==> src/rtl/mem_arbiter.sv <==
// Arbitrates the fetch port and the data port onto one single-ported memory, one access at a time.
// Optional macro ARB_RR_EN: a tie in IDLE goes to the port that was not granted last.
module mem_arbiter #(
  parameter int ADDR_W   = 32,
  parameter int DATA_W   = 32,
  parameter int WAIT_MAX = 16
) (
  input  logic              clk,
  input  logic              rst,
  input  logic              if_req,
  input  logic [ADDR_W-1:0] if_addr,
  output logic              if_done,
  output logic [DATA_W-1:0] if_rdata,
  input  logic              dm_req,
  input  logic              dm_we,
  input  logic [ADDR_W-1:0] dm_addr,
  input  logic [DATA_W-1:0] dm_wdata,
  output logic              dm_done,
  output logic [DATA_W-1:0] dm_rdata,
  output logic              mem_req,
  output logic              mem_we,
  output logic [ADDR_W-1:0] mem_addr,
  output logic [DATA_W-1:0] mem_wdata,
  input  logic [DATA_W-1:0] mem_rdata,
  input  logic              mem_ack,
  output logic              busy,
  output logic              err,
  output logic [1:0]        state_dbg
);

  // Handshakes: a requester raises x_req with a stable payload and keeps it until x_done
  // pulses for one cycle. Towards memory, mem_req and its payload stay put until a
  // one-cycle mem_ack (or the timeout); mem_ack outside an access is ignored.

  typedef enum logic [1:0] {
    IDLE   = 2'd0,
    IF_ACC = 2'd1,
    DM_ACC = 2'd2,
    RESP   = 2'd3
  } state_t;

  localparam int CNT_W = (WAIT_MAX > 1) ? $clog2(WAIT_MAX) : 1;
  localparam logic [CNT_W-1:0] CNT_LAST = CNT_W'(WAIT_MAX - 1);

  state_t            state, state_n;
  logic [CNT_W-1:0]  cnt, cnt_n;
  logic              mem_req_n, mem_we_n, if_done_n, dm_done_n, err_n;
  logic [ADDR_W-1:0] mem_addr_n;
  logic [DATA_W-1:0] mem_wdata_n, if_rdata_n, dm_rdata_n;
  logic              grant_dm;
`ifdef ARB_RR_EN
  logic              last_dm, last_dm_n;
`endif

  assign busy      = (state != IDLE);
  assign state_dbg = state;

  always_comb begin
`ifdef ARB_RR_EN
    // On a tie, alternate away from whoever won last time.
    grant_dm = dm_req && (!if_req || !last_dm);
`else
    grant_dm = dm_req;
`endif
  end

  always_comb begin
    state_n     = state;
    cnt_n       = cnt;
    mem_req_n   = mem_req;
    mem_we_n    = mem_we;
    mem_addr_n  = mem_addr;
    mem_wdata_n = mem_wdata;
    if_rdata_n  = if_rdata;
    dm_rdata_n  = dm_rdata;
    if_done_n   = 1'b0;
    dm_done_n   = 1'b0;
    err_n       = 1'b0;
`ifdef ARB_RR_EN
    last_dm_n   = last_dm;
`endif
    case (state)
      IDLE: begin
        cnt_n = '0;
        if (grant_dm) begin
          state_n     = DM_ACC;
          mem_req_n   = 1'b1;
          mem_we_n    = dm_we;
          mem_addr_n  = dm_addr;
          mem_wdata_n = dm_wdata;
`ifdef ARB_RR_EN
          last_dm_n   = 1'b1;
`endif
        end else if (if_req) begin
          state_n     = IF_ACC;
          mem_req_n   = 1'b1;
          mem_we_n    = 1'b0;
          mem_addr_n  = if_addr;
          mem_wdata_n = '0;
`ifdef ARB_RR_EN
          last_dm_n   = 1'b0;
`endif
        end
      end
      IF_ACC, DM_ACC: begin
        cnt_n = cnt + CNT_W'(1);
        // An ack arriving on the last allowed cycle still counts as a normal completion.
        if (mem_ack || (cnt == CNT_LAST)) begin
          state_n   = RESP;
          mem_req_n = 1'b0;
          err_n     = !mem_ack;
          if (state == DM_ACC) begin
            dm_done_n = 1'b1;
            if (!mem_we) dm_rdata_n = mem_ack ? mem_rdata : '0;
          end else begin
            if_done_n  = 1'b1;
            if_rdata_n = mem_ack ? mem_rdata : '0;
          end
        end
      end
      RESP: begin
        state_n = IDLE;
        cnt_n   = '0;
      end
      default: state_n = IDLE;
    endcase
  end

  always_ff @(posedge clk or negedge rst) begin
    if (!rst) begin
      state     <= IDLE;
      cnt       <= '0;
      mem_req   <= 1'b0;
      mem_we    <= 1'b0;
      mem_addr  <= '0;
      mem_wdata <= '0;
      if_rdata  <= '0;
      dm_rdata  <= '0;
      if_done   <= 1'b0;
      dm_done   <= 1'b0;
      err       <= 1'b0;
`ifdef ARB_RR_EN
      last_dm   <= 1'b0;
`endif
    end else begin
      state     <= state_n;
      cnt       <= cnt_n;
      mem_req   <= mem_req_n;
      mem_we    <= mem_we_n;
      mem_addr  <= mem_addr_n;
      mem_wdata <= mem_wdata_n;
      if_rdata  <= if_rdata_n;
      dm_rdata  <= dm_rdata_n;
      if_done   <= if_done_n;
      dm_done   <= dm_done_n;
      err       <= err_n;
`ifdef ARB_RR_EN
      last_dm   <= last_dm_n;
`endif
    end
  end

endmodule

==> config.mk <==
export PLATFORM = sky130hd
export DESIGN_NAME = mem_arbiter
export DESIGN_NICKNAME = d
export VERILOG_FILES = /design/src/rtl/mem_arbiter.sv
export SDC_FILE = /design/constraint.sdc
export NUM_CORES = 1
export LEC_CHECK = 0
export BUFFER_PORTS_ARGS = -buffer_cell sky130_fd_sc_hd__buf_2
export CAP_MARGIN = 20
export CORE_ASPECT_RATIO = 0.8
export CORE_MARGIN = 2
export CORE_UTILIZATION = 46
export CTS_CLUSTER_DIAMETER = 80
export DETAILED_ROUTE_END_ITERATION = 8
export GPL_ROUTABILITY_DRIVEN = 0
export HOLD_SLACK_MARGIN = 0.08
export PLACE_DENSITY = 0.8
export SYNTH_ARGS = -nofsm -noshare
export SYNTH_HDL_FRONTEND = slang
export SYNTH_SLANG_ARGS = --single-unit
==> constraint.sdc <==
create_clock -name clk -period 1.8 [get_ports clk]
set_input_delay 0.36 -clock clk [delete_from_list [all_inputs] [get_ports clk]]
set_output_delay 0.36 -clock clk [all_outputs]
set_load 0.02 [all_outputs]
* Word-level counts from Yosys, hierarchy flattened
Index checks and enable logic that the tools add are counted.
** Word-level totals
- Flip-flop bits (word level) :: 139
- Bits of input ports :: 134
- Output and inout bits :: 136
- Logic and storage cells :: 57
** Cells by class
- Add/subtract/negate cells :: 1
- Eq/ne operators :: 6
- Multiplexer cells :: 24
- Bitwise operators :: 2
- Reductions and logical operators :: 13
** Operators by type and width (number)
- 32-bit two-way mux :: 5
- 1-bit two-way mux :: 13
- 4-bit one-hot mux with 2 select lines :: 1
- 2-bit two-way mux :: 3
- 2-bit one-hot mux with 3 select lines :: 1
- 3-bit AND reduction :: 2
- 2-bit nonzero test :: 3
- 4-bit by 1-bit adder with 4-bit output (second input constant) :: 1
- 2-bit == test (second input constant) :: 2
- 4-bit == test (second input constant) :: 1
- 2-bit AND reduction :: 2
- 4-bit AND reduction :: 1
- 2-bit OR reduction :: 2
- 3-bit != test (second input constant) :: 1
- 2-bit by 1-bit == test with 1-bit output (second input constant) :: 1
- 2-bit logical NOT :: 1
- 2-bit != test (second input constant) :: 1
- 1-bit inverter :: 2
- 1-bit one-hot mux with 2 select lines :: 1
- 1-bit logical NOT :: 1
- 1-bit logical OR :: 1

* Longest topological paths before layout
Gate-level depths: netlist (run 1).
- Word-level depth :: 4
- Mapped depth :: 7
- Gate-level depth less buffers :: 5

* Worst setup path after synthesis (run 1)
OpenSTA, ideal clock, no wires.
- Path kind :: register to register
- Start point :: register state[0], in the netlist state_dbg[0]
- End point :: register if_rdata[1]
- Library setup time :: 0.121 ns
- Arrival :: 1.568 ns
- Data required time :: 1.679 ns
- Slack :: 0.111 ns
- Cell stages (with the launch flop) :: 8
- Path buffers :: 2
- Period minus slack after synthesis :: 1.689 ns
- Cell sequence :: dfrtp_1 inv_1 ha_1 nor2b_1 and2_1 clkbuf_1 buf_2 a22o_1
** Between the ends
- Longest elaborated chain between the ends :: 3
- Elaborated cells on any way between the ends :: 5
- Those cells by class :: eq/ne (2); bitwise (1); reduce/logical (2)
** Ends and longest elaborated chain
- start, declared :: RTL line 45 : state_t state, state_n;
- start signal, assigned :: RTL line 146 : state <= state_n;
- 2-bit == test or 2-bit by 1-bit == test with 1-bit output (tied branches) :: RTL line 82, 112
- 2-bit OR reduction or 1-bit inverter (tied branches)
- 3-bit AND reduction (no source line) *
- end signal, assigned :: RTL line 152 : if_rdata <= if_rdata_n;
- end, declared :: RTL line 13 : output logic [DATA_W-1:0] if_rdata,
Every way passes the cells marked *; elsewhere a longest branch is shown, timed or not.
A chain may end at the register's enable or synchronous reset.

* Worst setup path in the final report (run 1)
- Start point :: register state[0], in the netlist state_dbg[0]
- End point :: output busy
** Between the ends
- Longest elaborated chain between the ends :: 1
** Ends and longest elaborated chain
- 2-bit nonzero test :: RTL line 55 : assign busy = (state != IDLE);
- end, declared :: RTL line 26 : output logic busy,
Every way passes these cells.

==> metrics.md, run 1 <==
| Metric | Value |
|---|---|
| Slew margin rel. | `0.7384` |
| Pleak | `4.086 nW` |
| Predominant post-synthesis flop cell | `dfrtp_1` |
| Mux share of post-synthesis cell area | `0.05955` |
| Setup Fix Bufs, Post-CTS | `0` |
| Hold path depth | `2` |
| Vias in the first global route | `4341` |
| CORE AREA | `0.01147 mm²` |
| FF+latch count, synth | `139` |
| YS warnings | `0` |
| Share of the synthesized area in the top cell type | `0.6467` |
| Layout cells sized above 1 | `0.4615` |
| Post-Synth Simple-Gate Area | `0.04745` |
| Worst min path class | `in2reg` |
| Largest area contributor in the netlist | `dfrtp_1` |
| Final net count | `814` |
| Launch point of the worst reg-to-reg path | `state_dbg[0]` |
| DRT Pass-1 Iters | `7` |
| CTS tree | `done` |
| Compound-cell area share of the yosys netlist | `0.2014` |
| Final Critical Period | `1.702 ns` |
| RSZ-0062 raised after global routing | `no` |
| Xor and xnor area share after synthesis | `0.003257` |
| Area post-placement | `0.006945 mm²` |
| # IOs | `270` |
| Syn-to-layout area delta | `40.03%` |
| Setup CP Type | `reg2out` |
| EDFF count, synth | `0` |
| Syn Inst Count | `406` |
| Buffers on Ports | `269` |
| Reg2reg end | `dm_rdata[12]` |
| Largest net degree at the start of global routing | `63` |
| Routed length per instance | `17.05 µm` |
| Die W | `124.9 µm` |
| PD cells | `2014 mW/mm²` |
| Crit path DAT | `1.34 ns` |
| GRT Total Usage | `0.2240` |
| Final HPWL DP | `10.42 mm` |
| Status | `finished clean` |
| CP Launch Type | `flop` |
| Routed vias/inst | `5.274` |
| Total Power | `0.01517 W` |
| Syn nets | `543` |
| Grt total ovfl | `0` |
| Top area cells in the synthesized netlist | `dfrtp_1 65%, a22o_1 16%, mux2i_1 6.0%, nand2_1 2.6%, buf_2 2.4%` |
| First-pass GRT wire length | `22.17 mm` |
| R2R cell count | `6` |
| H-Tree Depth | `4` |
| Clk sinks | `139` |
| Clk Latency, worst-skew pair | `0.41 ns` |
| Max VDD drop | `1.111 mV` |
| Setup violators final | `0` |
| Synth async-reset ratio | `1.000` |
| Yosys cell types | `27` |
| DIE HEIGHT | `100.7 µm` |
| Clk_skew | `0.01071 ns` |
| Area of the mapped netlist | `0.005379 mm²` |
| FMAX | `587.7 MHz` |
| Initial DRC Count | `243` |
| Root buf cell | `clkbuf_16` |
| Design area | `0.007532 mm²` |
| Antenna violations before repair | `1` |
| Hold slack | `0.1673 ns` |
| Routed vias | `4420` |
| Number of CTS-inserted buffers | `17` |
| WP data required | `1.44 ns` |
| Worst Path Max Fanout | `7` |
| Die area | `0.01258 mm²` |
| Routed WL | `14.29 mm` |
| Remaining antenna violation count after routing | `0` |
| Setup crit end | `busy` |
| Period utilization | `0.9454` |
| # DRC | `0` |
| Area share of fa/ha/maj cells after synthesis | `0.006978` |
| Seq/Total Area, Yosys | `0.6467` |
| R2r setup slk | `0.12 ns` |
| Count leader, synth | `dfrtp_1` |
| Max Cap Violations | `0` |
| Slew @ Worst Pin | `0.3923 ns` |
| Initial Utilization | `0.4688` |
| Max-slew violations | `0` |
| Site Rows | `35` |
| Clock buffer depth | `2` |
| Fin. Hold Viols | `0` |
| Crit path from | `state_dbg[0]` |
| Post-Route Setup TNS | `0 ns` |
| Commonest cells in the netlist | `139 x dfrtp_1, 97 x a22o_1, 37 x nand2_1, 32 x mux2i_1, 26 x buf_2` |
| CTS clk-pin slew, worst paths | `0.06 ns` |
| Main combinational cell family by area after synthesis | `compound AO/OA/AOI/OAI gates` |
| Synthesized area per cell | `13.25 µm²` |
| Critical Path End Type | `output port` |
through the flow:
stage                     worst slack (ns)  instances    util
final                              0.09835        838  0.6565
after floorplan                     0.1115        406       -
after CTS                          0.02498        837  0.6554
after global routing               0.01124        838  0.6565
after global placement              0.2215        805  0.6053
after detailed placement            0.1484        805  0.6053
logic make-up after synthesis:
family / Yosys count
flip-flops: 139
buffers and inverters: 37
AO/OA/AOI/OAI: 137
AND/OR/NAND/NOR: 56
adder cells (fa/ha/maj): 3
XOR/XNOR: 2
multiplexers: 32
power breakdown:
group / switching, W / total, W / internal (W)
combinational: 0.00392 / 0.00651 / 0.00259
sequential: 0.000799 / 0.00535 / 0.00455
clock: 0.00139 / 0.00331 / 0.00192
total: 0.00611 / 0.0152 / 0.00906
layer usage:
layer	global-route usage	vias to the layer above	share of wire
met3	0.07909	17	0.084
met1	0.2771	2132	0.41
met4	0.08120	0	0.017
li1	-	2043	-
met2	0.3699	228	0.49
met5	0	-	0
cells in the final DEF (no fill, tap or decap), types with 2 or more instances in the layout:
master / n
o21ai_0: 25
inv_1: 4
buf_12: 7
nor2b_1: 5
inv_6: 5
clkinvlp_4: 5
o21ai_1: 7
nand2_1: 37
buf_4: 8
buf_2: 268
nand2b_1: 2
mux2i_1: 32
dfrtp_1: 139
and3_1: 2
clkbuf_16: 17
ha_1: 2
and2_1: 8
a22o_1: 97
worst max-delay path: stages (launching register included):
cell and delay (ns):
dfrtp_1 0.40, inv_1 0.13, ha_4 0.19, inv_1 0.06, buf_2 0.17
final cells by class:
type	count	area, µm²
well taps	148	185.2
multi-input cells	230	1727
inverters	4	15.01
flip-flops and latches	139	3478
repair buffers	285	1563
fillers	893	3941
clock buffers	17	425.4
diodes	1	2.502
clock inverters	14	136.4
worst min-delay path by stage:
stage | slack, ns | from | to
finish | 0.17 | dm_wdata[16] | mem_wdata[16]
global placement | 0.28 | rst | dm_rdata[14]
detailed placement | 0.29 | rst | dm_rdata[14]
global route | 0.15 | dm_wdata[22] | mem_wdata[22]
floorplan | 0.06 | rst | cnt[0]
CTS | 0.15 | dm_wdata[16] | mem_wdata[16]
what timing repair did:
| action | CTS | global route |
|---|---|---|
| endpoints found under the hold margin | 33 | 0 |
| hold buffers | 1 | 0 |
| setup endpoints to repair | 1 | 1 |
| gates resized for setup | 1 | 1 |
registers in the layout, indices dropped and copies added, names as in the netlist:
name / cells
mem_addr: 32
state_dbg: 2
mem_we: 1
mem_wdata: 32
dm_rdata: 32
if_rdata: 32
cnt: 4
dm_done: 1
err: 1
mem_req: 1
if_done: 1
(Power assumes the default switching activity.)
==> run 2: changes to the inputs <==
--- a/config.mk
+++ b/config.mk
@@ -15,6 +15,7 @@
 export GPL_ROUTABILITY_DRIVEN = 0
 export HOLD_SLACK_MARGIN = 0.08
 export PLACE_DENSITY = 0.8
+export RECOVER_POWER = 100
 export SYNTH_ARGS = -nofsm -noshare
 export SYNTH_HDL_FRONTEND = slang
 export SYNTH_SLANG_ARGS = --single-unit
==> run 2 against run 1 <==
  * Count of clock-buffer cells in the layout unchanged
  * Power shrank 2.5%
  * Combinational power is 6.6% lower
  * Clock power about the same
  * Register-to-register slack lost 0.04 ns
  * Wire length up 0.69%
  * Critical path type is now reg2reg
==> metrics.md, run 2 (same netlist as run 1, synthesis figures left out) <==
| Metric | Value |
|---|---|
| Status | `finished clean` |
| First-pass GRT wire length | `22.17 mm (unchanged)` |
| DRT Pass-1 Iters | `4 (-3)` |
| Largest net degree at the start of global routing | `63 (unchanged)` |
| Final Critical Period | `1.716 ns (+0.01390 ns)` |
| Antenna violations before repair | `1 (unchanged)` |
| CP max stage cell | `dfrtp_1` |
| Clock buffer depth | `2 (unchanged)` |
| Max Cap Violations | `0 (unchanged)` |
| R2R cell count | `6 (unchanged)` |
| Clk sinks | `139 (unchanged)` |
| CP Launch Type | `flop` |
| Initial DRC Count | `287 (+18%)` |
| Grt total ovfl | `0 (unchanged)` |
| PD cells | `2016 mW/mm² (+0.10%)` |
| Hold path depth | `2 (unchanged)` |
| Hold EP | `mem_wdata[16]` |
| WP data required | `2.09 ns (+0.65 ns)` |
| Remaining antenna violation count after routing | `0 (unchanged)` |
| Crit path max-delay family | `buffers and inverters` |
| Clk Latency, worst-skew pair | `0.41 ns (about the same)` |
| Final HPWL DP | `10.42 mm (unchanged)` |
| Period utilization | `0.9531 (+0.007721)` |
| Reg2reg end | `if_rdata[8]` |
| GRT Total Usage | `0.2240 (unchanged)` |
| Routed vias | `4450 (+0.68%)` |
| Routed WL | `14.39 mm (+0.69%)` |
| Launch point of the worst reg-to-reg path | `state_dbg[0]` |
| CTS clk-pin slew, worst paths | `0.06 ns (about the same)` |
| DIE HEIGHT | `100.7 µm (unchanged)` |
| Number of CTS-inserted buffers | `17 (unchanged)` |
| Initial Utilization | `0.4688 (unchanged)` |
| Slew margin rel. | `0.3242 (-0.4142)` |
| Final Non-Filler Cells | `838 (unchanged)` |
| Root buf cell | `clkbuf_16` |
| DP Cell Count | `805 (unchanged)` |
| Clk_skew | `0.01179 ns (+0.001078 ns)` |
| Setup violators final | `0 (unchanged)` |
| Routed length per instance | `17.17 µm (+0.69%)` |
| Crit path largest cell delay | `0.40 ns (about the same)` |
| Routed vias/inst | `5.310 (+0.68%)` |
| Most common cell after layout, fill and taps aside | `dfrtp_1` |
| Pleak | `3.618 nW (-11%)` |
| Worst min path class | `in2reg` |
| Die area | `0.01258 mm² (unchanged)` |
| Buffers on Ports | `269 (unchanged)` |
| Max VDD drop | `1.086 mV (-2.3%)` |
| Final net count | `814 (unchanged)` |
| Worst-path cell chain | `inv_1 > ha_4 > nor2b_1 > and2_1 > clkbuf_4 > a22o_1` |
| # IOs | `270 (unchanged)` |
| CORE AREA | `0.01147 mm² (unchanged)` |
| R2r setup slk | `0.08 ns (-0.04 ns)` |
| WP buf/inv | `2 (-1)` |
| Slew @ Worst Pin | `1.014 ns (+0.6213 ns)` |
| FMAX | `582.9 MHz (-0.81%)` |
| Setup Fix Bufs, Post-CTS | `0 (unchanged)` |
| Setup CP Type | `reg2reg` |
| Syn-to-layout area delta | `36.38%` |
| Hold Path Origin | `dm_wdata[16]` |
| CTS tree | `done` |
| Max-slew violations | `0 (unchanged)` |
| Commonest non-fill, non-tap cells in the layout | `139 x dfrtp_1, 136 x clkbuf_1, 133 x buf_2, 97 x a22o_1, 37 x nand2_1` |
| Layout cells sized above 1 | `0.2642 (-0.1974)` |
| # DRC | `0 (unchanged)` |
| H-Tree Depth | `4 (unchanged)` |
| Vias in the first global route | `4341 (unchanged)` |
| Post-Route Setup TNS | `0 ns (unchanged)` |
| RSZ-0062 raised after global routing | `no` |
| Critical Path End Type | `flop` |
| Worst Path Max Fanout | `32 (+25)` |
| Fin. Hold Viols | `0 (unchanged)` |
| Site Rows | `35 (unchanged)` |
| Die W | `124.9 µm (unchanged)` |
| Crit path DAT | `2.00 ns (+0.66 ns)` |
[run 2: cell count changes in the layout (fill, tap and decap cells not counted), sizes merged]
cell / change
clkbuf: +141
buf: -141
[run 2: layout make-up]
class / count / area [µm²]
diodes: 1 / 2.502
clock buffers: 17 / 425.4
clock inverters: 14 / 136.4
fillers: 971 / 4138
inverters: 4 / 15.01
multi-input cells: 230 / 1727
flip-flops and latches: 139 / 3478
well taps: 148 / 185.2
repair buffers: 285 / 1366
[run 2: worst max-delay path by stage]
stage / from / endpoint / slack [ns] / depth (start not counted)
6_report: state_dbg[0] / if_rdata[8] / 0.08 / 6
5_1_grt: state_dbg[0] / busy / 0.009 / 4
4_1_cts: state_dbg[0] / busy / 0.02 / 4
3_5_place_dp: state_dbg[0] / if_rdata[29] / 0.15 / 6
3_3_place_gp: state_dbg[0] / if_rdata[9] / 0.22 / 6
2_1_floorplan: state_dbg[0] / if_rdata[1] / 0.11 / 7
[run 2: routing by layer]
layer  up-vias  part of all wire  global-route usage
met2       216              0.49              0.3699
met5         -                 0                   0
met3        18             0.076             0.07909
met1      2170              0.41              0.2771
met4         0             0.017             0.08120
li1       2046                 -                   -
[run 2: power breakdown]
group | internal, W | leakage [nW] | total, W | switching [W]
clock | 0.00192 | 0.261 | 0.00330 | 0.00138
sequential | 0.00455 | 1.75 | 0.00540 | 0.000846
combinational | 0.00217 | 1.61 | 0.00608 | 0.00392
[run 2: repair_timing]
| action | 4_1_cts | 5_1_grt |
|---|---|---|
| hold endpoints to repair | 33 | 0 |
| resized for setup | 1 | 1 |
| cloned | 0 | 0 |
| hold buffers | 1 | 0 |
| endpoints found under the setup margin | 1 | 1 |
| pin swaps | 0 | 0 |
[run 2: through the flow]
stage / hold WS [ns] / power [W] / util / area [µm²] / worst slack, ns
2_1_floorplan: 0.06441 / 0.009471 / - / 5379 / 0.1115
3_3_place_gp: 0.2773 / 0.01165 / 0.6053 / 6945 / 0.2215
3_5_place_dp: 0.2866 / 0.01188 / 0.6053 / 6945 / 0.1484
4_1_cts: 0.1467 / 0.01526 / 0.6554 / 7520 / 0.02498
5_1_grt: 0.1497 / 0.01565 / 0.6394 / 7336 / 0.009415
6_report: 0.1650 / 0.01479 / 0.6394 / 7336 / 0.08445
